--- src/rtl/store_buffer_v2_pkg.sv ---
// store_buffer_v2_pkg: entry layout and sizing helpers shared by the store buffer and its forward merge.
package store_buffer_v2_pkg;
  localparam int ADDR_WIDTH = 32;
  localparam int DATA_WIDTH = 32;
  localparam int WAY_NUM = 2;
  localparam int STRB_W = DATA_WIDTH / 8;
  localparam int WORD_OFS = $clog2(STRB_W);
  typedef struct packed {
    logic [ADDR_WIDTH-1:0] addr;
    logic [DATA_WIDTH-1:0] data;
    logic [STRB_W-1:0] strb;
    logic uncached;
    logic [WAY_NUM-1:0] hit;
    logic valid;
  } sb_entry_t;
  function automatic int ptr_w(input int depth);
    return $clog2(depth) + 1;
  endfunction
endpackage

--- src/rtl/sb_fwd_merge.sv ---
// sb_fwd_merge: youngest-wins byte merge of matching valid entries, walked oldest to youngest from head.
module sb_fwd_merge
  import store_buffer_v2_pkg::*;
#(parameter int SB_DEPTH = 4) (
  input  sb_entry_t                     i_ents [SB_DEPTH],
  input  logic [$clog2(SB_DEPTH)-1:0]   i_head,
  input  logic [ADDR_WIDTH-1:0]         i_addr,
  output logic [STRB_W-1:0]             o_hit,
  output logic [DATA_WIDTH-1:0]         o_data
);
  localparam int IW = $clog2(SB_DEPTH);
  logic [IW-1:0] w_idx;
  logic w_unused;
  always_comb begin
    o_hit = '0;
    o_data = '0;
    w_idx = i_head;
    w_unused = ^i_addr[WORD_OFS-1:0];
    for (int k = 0; k < SB_DEPTH; k++) begin
      w_idx = i_head + IW'(k);
      w_unused = w_unused ^ i_ents[k].uncached ^ (^i_ents[k].hit) ^ (^i_ents[k].addr[WORD_OFS-1:0]);
      if (i_ents[w_idx].valid && i_ents[w_idx].addr[ADDR_WIDTH-1:WORD_OFS] == i_addr[ADDR_WIDTH-1:WORD_OFS])
        for (int b = 0; b < STRB_W; b++)
          if (i_ents[w_idx].strb[b]) begin
            o_hit[b] = 1'b1;
            o_data[b*8 +: 8] = i_ents[w_idx].data[b*8 +: 8];
          end
    end
  end
endmodule

--- src/rtl/store_buffer_v2.sv ---
// store_buffer_v2: circular store FIFO with speculative/committed split, in-order drain and byte forwarding.
module store_buffer_v2
  import store_buffer_v2_pkg::*;
#(parameter int SB_DEPTH = 4) (
  input  logic                            clk,
  input  logic                            rst,
  input  logic                            flush_i,
  input  logic                            enq_valid_i,
  output logic                            enq_ready_o,
  input  logic [ADDR_WIDTH-1:0]           enq_addr_i,
  input  logic [DATA_WIDTH-1:0]           enq_data_i,
  input  logic [STRB_W-1:0]               enq_strb_i,
  input  logic                            enq_uncached_i,
  input  logic [WAY_NUM-1:0]              enq_hit_i,
  input  logic                            commit_i,
  output logic                            drain_valid_o,
  input  logic                            drain_ready_i,
  output sb_entry_t                       drain_entry_o,
  input  logic [ADDR_WIDTH-1:0]           fwd_addr_i,
  output logic [STRB_W-1:0]               fwd_hit_o,
  output logic [DATA_WIDTH-1:0]           fwd_data_o,
  output logic [$clog2(SB_DEPTH):0]       count_o,
  output logic [$clog2(SB_DEPTH):0]       spec_cnt_o,
  output logic                            empty_o
);
  localparam int IW = $clog2(SB_DEPTH);
  localparam int PW = ptr_w(SB_DEPTH);
  sb_entry_t r_ent [SB_DEPTH];
  logic [PW-1:0] r_head, r_cmt, r_tail, w_cmt_nxt, w_spec;
  logic w_enq, w_cmt, w_drain;
  logic [SB_DEPTH-1:0] w_kill;
  assign w_spec = r_tail - r_cmt;
  assign count_o = r_tail - r_head;
  assign spec_cnt_o = w_spec;
  assign empty_o = r_tail == r_head;
  assign enq_ready_o = !((r_tail[IW-1:0] == r_head[IW-1:0]) && (r_tail[IW] != r_head[IW]));
  assign drain_valid_o = r_head != r_cmt;
  assign drain_entry_o = r_ent[r_head[IW-1:0]];
  assign w_enq = enq_valid_i && enq_ready_o && !flush_i;
  assign w_cmt = commit_i && (w_spec != '0);
  assign w_drain = drain_valid_o && drain_ready_i;
  assign w_cmt_nxt = r_cmt + PW'(w_cmt);
  // an entry is flushed if it still lies in [cmt, tail) once this cycle's commit is applied
  always_comb begin
    w_kill = '0;
    for (int i = 0; i < SB_DEPTH; i++)
      w_kill[i] = flush_i && (PW'(IW'(IW'(i) - w_cmt_nxt[IW-1:0])) < PW'(r_tail - w_cmt_nxt));
  end
  always_ff @(posedge clk) begin
    if (rst) begin
      r_head <= '0;
      r_cmt <= '0;
      r_tail <= '0;
      for (int i = 0; i < SB_DEPTH; i++) r_ent[i].valid <= 1'b0;
    end else begin
      r_head <= r_head + PW'(w_drain);
      r_cmt <= w_cmt_nxt;
      r_tail <= flush_i ? w_cmt_nxt : r_tail + PW'(w_enq);
      for (int i = 0; i < SB_DEPTH; i++) if (w_kill[i]) r_ent[i].valid <= 1'b0;
      if (w_drain) r_ent[r_head[IW-1:0]].valid <= 1'b0;
      if (w_enq) r_ent[r_tail[IW-1:0]] <= '{addr: enq_addr_i, data: enq_data_i, strb: enq_strb_i,
                                             uncached: enq_uncached_i, hit: enq_hit_i, valid: 1'b1};
    end
  end
  sb_fwd_merge #(.SB_DEPTH(SB_DEPTH)) u_fwd (
    .i_ents(r_ent),
    .i_head(r_head[IW-1:0]),
    .i_addr(fwd_addr_i),
    .o_hit(fwd_hit_o),
    .o_data(fwd_data_o)
  );
endmodule

--- config.mk ---
export PLATFORM = sky130hd
export DESIGN_NAME = store_buffer_v2
export DESIGN_NICKNAME = d
export VERILOG_FILES = /design/src/rtl/store_buffer_v2_pkg.sv /design/src/rtl/sb_fwd_merge.sv /design/src/rtl/store_buffer_v2.sv
export SDC_FILE = /design/constraint.sdc
export NUM_CORES = 1
export LEC_CHECK = 0
export CORE_UTILIZATION = 55
export CTS_BUF_LIST = sky130_fd_sc_hd__clkbuf_2 sky130_fd_sc_hd__clkbuf_4 sky130_fd_sc_hd__clkbuf_8
export CTS_CLUSTER_SIZE = 30
export DETAILED_ROUTE_END_ITERATION = 8
export HOLD_SLACK_MARGIN = 0.1
export PLACE_DENSITY = 0.78
export SKIP_LAST_GASP = 1
export SYNTH_ARGS = -nofsm -noshare
export SYNTH_HDL_FRONTEND = slang
export SYNTH_SLANG_ARGS = --single-unit
--- constraint.sdc ---
create_clock -name clk -period 11.7 [get_ports clk]
set_clock_uncertainty 0.05 [all_clocks]
set_input_delay 2.34 -clock clk [delete_from_list [all_inputs] [get_ports clk]]
set_output_delay 2.34 -clock clk [all_outputs]
set_load 0.01 [all_outputs]
==> results of run 1 <==
## cells by family after synthesis
family,after synthesis,share of synthesized area
buf+inv,185,0.0444
flops,297,0.405
mux,349,0.286
fa+ha+maj,19,0.0117
simple gates,514,0.142
compound gates,206,0.0669
xor+xnor,107,0.0432
## area by class of cell
type / instances / area (um^2) / area share
Timing Repair Buffer: 245 / 2410 / 0.0960
Tap cell: 518 / 648 / 0.0258
Antenna cell: 6 / 15.0 / 0.000598
Clock buffer: 69 / 856 / 0.0341
Clock inverter: 25 / 260 / 0.0104
Multi-Input combinational cell: 1195 / 12000 / 0.478
Inverter: 32 / 120 / 0.00478
Sequential cell: 297 / 8800 / 0.350
## sequential cells by signal, indices dropped and copies added (netlist names)
signal	count
r_cmt	3
r_ent	288
r_head	3
r_tail	3
## worst max path at each step
stage | startpoint | to | slack, ps
final | r_head[1]$_SDFF_PP0_ | fwd_data_o[19] | 1950
after detailed placement | fwd_addr_i[21] | fwd_data_o[19] | 2450
after global routing | r_head[1]$_SDFF_PP0_ | fwd_data_o[28] | 1700
after CTS | r_head[1]$_SDFF_PP0_ | fwd_data_o[19] | 2090
after global placement | fwd_addr_i[21] | fwd_data_o[19] | 2540
after floorplan | r_head[1]$_SDFF_PP0_ | r_ent[217]$_DFFE_PP_ | 1360
## cell usage in the layout (no fill, tap or decap), types with 14 or more instances in the layout
cell	count
a21oi_1	27
a31oi_1	23
and2_1	289
buf_4	21
clkbuf_4	15
clkbuf_8	54
clkdlybuf4s50_1	223
edfxtp_1	284
ha_1	16
inv_1	31
mux2_2	14
mux2i_1	119
mux4_2	216
nand2_1	43
nand2b_1	28
nand3_1	18
nand4_1	37
nor2_1	30
nor3_1	15
o21ai_0	25
o22ai_1	34
xnor2_1	71
xor2_1	36
## critical path, stage by stage (launching register included)
cell,delay [ps]
dfxtp_4,980
inv_1,290
ha_4,950
buf_4,340
mux4_2,320
xnor2_1,140
nand4_1,230
a2111oi_0,790
nand4_1,560
o2111ai_1,990
o22ai_1,200
a31oi_1,300
clkdlybuf4s50_1,600
## per-layer routing
layer | vias up | GRT usage
met4 | 6 | 0.117
met3 | 124 | 0.0670
met1 | 8140 | 0.415
met2 | 767 | 0.506
met5 | - | 0
li1 | 6867 | -
## power groups by stage
stage	Sequential [W]	Combinational [W]	Clock, W
after floorplan	0.00128	0.00178	0
after global placement	0.00132	0.00228	0
after global routing	0.00132	0.00249	0.00109
after detailed placement	0.00133	0.00232	0
final	0.00131	0.00233	0.00104
after CTS	0.00131	0.00233	0.00105
## through the flow
stage          worst slack, ps  area, um^2   util
2_1_floorplan             1360       21700      -
3_3_place_gp              2540       24000  0.619
3_5_place_dp              2450       24000  0.619
4_1_cts                   2090       25100  0.648
5_1_grt                   1700       25100  0.648
6_report                  1950       25100  0.648
==> results.md, run 1 <==
| Quantity | Value |
|---|---|
| Switching portion of total power | 0.357 |
| Switching power of the nets | 0.00167 W |
| Quantity of hold-fixing buffers added after cts | 0 |
| Port Buffer Count | 223 |
| Post-cts gate resize count | 0 |
| Layout-stage area growth over the synthesis result | 15.7% |
| Via density per instance | 6.66 |
| Number of CTS-inserted buffers | 51 |
| Starting density of the core | 0.560 |
| Post-Syn Area | 0.0217 mm^2 |
| Critical path type | reg -> out |
| Worst reg2reg startpoint | r_head[0]$_SDFF_PP0_ |
| Routed vias | 15904 |
| Max-cap viol count | 0 |
| # placed instances | 2287 |
| Capturing point of the worst reg2reg path | r_ent[116]$_DFFE_PP_ |
| Final setup vio count | 0 |
| Synth cell types | 76 |
| GR Overflow Total | 0 |
| Library cell with the highest instance count after synthesis | and2_1 |
| Leading area contributor after synthesis | edfxtp_1 |
| Sequential share of the synthesized area | 0.405 |
| Area of the die | 0.0402 mm^2 |
| Routed length on met2 | 30.6 mm |
| Max_slew headroom | 0.171 |
| Top-area cell type share of the netlist area | 0.393 |
| Setup crit start kind | flip-flop |
| Slew at the pin closest to its max-slew limit | 1230 ps |
| Hold wc startpoint | r_ent[0]$_SDFF_PP0_ |
| Areal power density over the cells | 186 mW/mm^2 |
| Number of non-filler instances in the completed layout | 2387 |
| Final number of hold-violating endpoints | 0 |
| Core region area | 0.0387 mm^2 |
| Routed WL per cell | 26.4 um |
| Global placement routability congestion | 0.996 |
| Final setup TNS | 0 ps |
| Average cell area after synthesis | 12.9 um^2 |
| Achievable Freq | 103 MHz |
| Portion of total power attributed to combinational logic | 0.499 |
| Post-route total power | 0.00468 W |
| Starting DRT DRC Count | 1510 |
| Setup repair after global routing missed its margin | false |
| Number of H-tree levels | 2 |
| Slack of the worst reg-to-reg path | 7160 ps |
| Ports | 226 |
| Total wirelength of the detailed-routed design | 62.9 mm |
| Clock root cell | clkbuf_8 |
| Fill count | 2865 |
| Synthesis warning total | 0 |
| Sequential group share of total power | 0.279 |
| Worst voltage drop across the vdd grid | 214 uV |
| Internal Power | 0.00301 W |
| WP data arrival | 7360 ps |
| Skew-Pair Late Insertion Delay | 610 ps |
| Antenna viol nets, final | 0 |
| Via count of the first global-routing pass | 15903 |
| Met1 routed wirelength after detailed routing | 25.0 mm |
| Flip-flop cell with the highest count after synthesis | edfxtp_1 |
| Final critical delay including setup and external delays | 9750 ps |
| Ratio of cells with drive above 1 in the final layout | 0.195 |
| Number of register bits inferred by synthesis | 297 |
| Outcome | finished clean |
| Min-Delay Path Class | reg -> reg |
| Maximum number of pins on one net before global-route repair | 109 |
| Number of flops mapped to enable cells by yosys | 284 |
| Share of the clock period used by the worst path | 0.833 |
| Die Ht | 201 um |
| Kind of end point of the critical path | output pin |
| Clock-pin slew on the worst setup and hold paths | 60 ps |
| Ranking of synthesized cells by instance count | 289 x and2_1, 284 x edfxtp_1, 216 x mux4_2 |
| Total number of nets in the final design | 1950 |
| Hold Path End | r_ent[0]$_SDFF_PP0_ |
| All-layer global routing usage | 0.312 |
| Clock Sink Count | 297 |
| Clock power share | 0.221 |
| First-pass GRT wire length | 94.8 mm |
| Met3 wirelength from detailed routing | 5.43 mm |
| Count of pins over their slew limit | 0 |
| Leading cell types by total area after synthesis | edfxtp_1 39%, mux4_2 22%, and2_1 8.3%, mux2i_1 5.5%, xnor2_1 2.9% |
| Depth of the worst register-to-register path | 9 |
| Antenna violations before repair | 9 |
| Fraction of registers with async set/reset | 0 |
| Worst Path Required | 9310 ps |
| Top layer in use | met5 |
| Horizontal die dimension | 201 um |
| Maximum count of clock buffers along a single path | 3 |
| Clock tree from TritonCTS | yes |
| Top fanout value on the critical path | 63 |
| TritonRoute pass-1 iters | 5 |
| Post-synth net total | 1805 |
| Leakage power | 8.13 nW |
| Synthesized netlist cell count | 1677 |
| Number of buffers added for setup after CTS | 0 |
| Hold Crit Depth | 2 |
| Final HPWL from detailed placement | 42.0 mm |
| Number of rows in the core area | 72 |
| Fin Hold WS | 528 ps |
| DRC violations left | 0 |
Note: power is estimated with default switching activity, not from simulation.
==> run 2, diff against run 1 <==
clock period = 9.1 ns   (was 11.7 ns; I/O delays follow)
==> run 2 against run 1 <==
The run now ends with design-rule violations left. Clock power grew 31%. Via count grew 0.86%. Die area is the same. Critical path type unchanged. Largest power group unchanged.
==> results.md, run 2 (synthesis gave the netlist of run 1 again) <==
| Quantity | Value |
|---|---|
| Leading cell types in the layout, fill and taps excluded | 289 x and2_1, 284 x edfxtp_1, 223 x clkdlybuf4s50_1 |
| Skew-Pair Late Insertion Delay | 640 ps |
| Slack of the worst reg-to-reg path | 4190 ps |
| Most common library cell in the layout ignoring fill and taps | and2_1 |
| Via density per instance | 6.71 |
| Max-cap viol count | 0 |
| Antenna viol nets, final | 0 |
| Horizontal die dimension | 201 um |
| Number of rows in the core area | 72 |
| Final HPWL from detailed placement | 42.3 mm |
| Die Ht | 201 um |
| Area of the die | 0.0402 mm^2 |
| Clock root cell | clkbuf_8 |
| GR Overflow Total | 0 |
| TritonRoute pass-1 iters | 9 |
| Clock-pin slew on the worst setup and hold paths | 60 ps |
| Global placement routability congestion | 0.955 |
| Worst Path Required | 7230 ps |
| Post-cts gate resize count | 0 |
| Maximum count of clock buffers along a single path | 3 |
| Final setup vio count | 0 |
| Final critical delay including setup and external delays | 8560 ps |
| All-layer global routing usage | 0.323 |
| Max_slew headroom | 0.251 |
| Most Frequent Cell on Critical Path | nand4_1 |
| Met2 Usage GRT | 0.520 |
| Slowest-stage cell, CP | o2111ai_1 |
| Met3 Resource Use GR | 0.0604 |
| Number of CTS-inserted buffers | 51 |
| Depth of the worst register-to-register path | 8 |
| Number of H-tree levels | 2 |
| Areal power density over the cells | 241 mW/mm^2 |
| Clock Sink Count | 297 |
| Quantity of hold-fixing buffers added after cts | 0 |
| Busiest metal layer after global routing | met2 |
| Starting density of the core | 0.560 |
| Maximum number of pins on one net before global-route repair | 94 |
| Hold wc startpoint | r_ent[216]$_SDFF_PP0_ |
| Violations in the final reports | design-rule violations |
| First-pass GRT wire length | 98.7 mm |
| Hold Crit Depth | 2 |
| Final setup TNS | 0 ps |
| Global Route met1 Usage | 0.444 |
| Ratio of cells with drive above 1 in the final layout | 0.194 |
| Share of the clock period used by the worst path | 0.941 |
| Min-Delay Path Class | reg -> reg |
| Worst reg2reg startpoint | r_head[0]$_SDFF_PP0_ |
| Outcome | finished, violations left |
| Hold Path End | r_ent[216]$_SDFF_PP0_ |
| Number of buffers added for setup after CTS | 0 |
| Setup crit start kind | flip-flop |
| Count of pins over their slew limit | 0 |
| Critical path type | reg -> out |
| Achievable Freq | 117 MHz |
| Longest individual stage delay on the worst path | 950 ps |
| Number of flip-flops in the largest register | 288 |
| Layout-stage area growth over the synthesis result | 16.1% |
| Top fanout value on the critical path | 35 |
| WP data arrival | 6690 ps |
| Chain of cells forming the critical path | inv_1 > ha_4 > buf_4 > mux4_2 > xnor2_1 > nand4_1 > a2111oi_0 > nand4_1 > o2111ai_1 > o22ai_1 > a31oi_1 > clkdlybuf4s50_1 |
| Placed cell areas | 0.0240 mm^2 |
| Biggest register | r_ent |
| Core region area | 0.0387 mm^2 |
| Routed vias | 16040 |
| Kind of end point of the critical path | output pin |
| Non-Filler Cell Area, Final | 0.0252 mm^2 |
| Ports | 226 |
| Total wirelength of the detailed-routed design | 64.2 mm |
| Clock tree from TritonCTS | yes |
| Total number of nets in the final design | 1955 |
| Routed WL per cell | 26.8 um |
| Antenna violations before repair | 6 |
| Port Buffer Count | 223 |
| Via count of the first global-routing pass | 16065 |
| Final number of hold-violating endpoints | 0 |
| Worst voltage drop across the vdd grid | 193 uV |
| DRC violations left | 2 |
| Starting DRT DRC Count | 1897 |
| Capturing point of the worst reg2reg path | r_ent[198]$_DFFE_PP_ |
| Slew at the pin closest to its max-slew limit | 1120 ps |
| Leakage power | 8.17 nW |
| Setup repair after global routing missed its margin | false |
==> run 2: critical path, delay by kind of cell, from the launching register on <==
family	cells	cell delay, ps
buffers and inverters	3	1200
AO/OA/AOI/OAI	4	2160
flip-flops	1	730
adder cells (fa/ha/maj)	1	600
multiplexers	1	360
AND/OR/NAND/NOR	2	690
XOR/XNOR	1	280
==> run 2: metal layers <==
metal  vias to the layer above  part of all wire
met5                         -           0.00016
met4                         2             0.029
met3                       121             0.098
met1                      8107              0.39
li1                       6872                 -
met2                       938              0.48
==> run 2: worst max path at each step <==
stage / from / slack, ps / cells after the start / to
6_report: r_head[1]$_SDFF_PP0_ / 540 / 12 / fwd_data_o[28]
5_1_grt: r_head[1]$_SDFF_PP0_ / 190 / 12 / fwd_data_o[28]
4_1_cts: r_head[1]$_SDFF_PP0_ / 620 / 12 / fwd_data_o[27]
3_5_place_dp: fwd_addr_i[21] / 930 / 10 / fwd_data_o[27]
3_3_place_gp: fwd_addr_i[21] / 1070 / 10 / fwd_data_o[27]
2_1_floorplan: r_head[1]$_SDFF_PP0_ / 550 / 14 / r_ent[100]$_DFFE_PP_
==> run 2: where the power goes <==
group / internal (W) / switching [W]
Combinational: 0.00155 / 0.00149
Sequential: 0.00157 / 0.000103
Clock: 0.000776 / 0.000584
==> run 2: final cells by class <==
cell class	count	area, um^2
Multi-Input combinational cell	1195	12000
Sequential cell	297	8800
Timing Repair Buffer	250	2470
Inverter	32	120
Clock buffer	66	840
Antenna cell	6	15.0
Clock inverter	28	289
Fill cell	2884	13500
Tap cell	518	648
==> run 2: per-stage QoR <==
| step | instances | setup WS, ps | total power [W] | util | hold WS, ps |
|---|---|---|---|---|---|
| 2_1_floorplan | 1677 | 546 | 0.00393 | - | 468 |
| 3_3_place_gp | 2292 | 1070 | 0.00466 | 0.621 | 492 |
| 3_5_place_dp | 2292 | 933 | 0.00472 | 0.621 | 506 |
| 4_1_cts | 2386 | 623 | 0.00608 | 0.650 | 519 |
| 5_1_grt | 2389 | 191 | 0.00635 | 0.650 | 539 |
| 6_report | 2392 | 539 | 0.00607 | 0.650 | 523 |
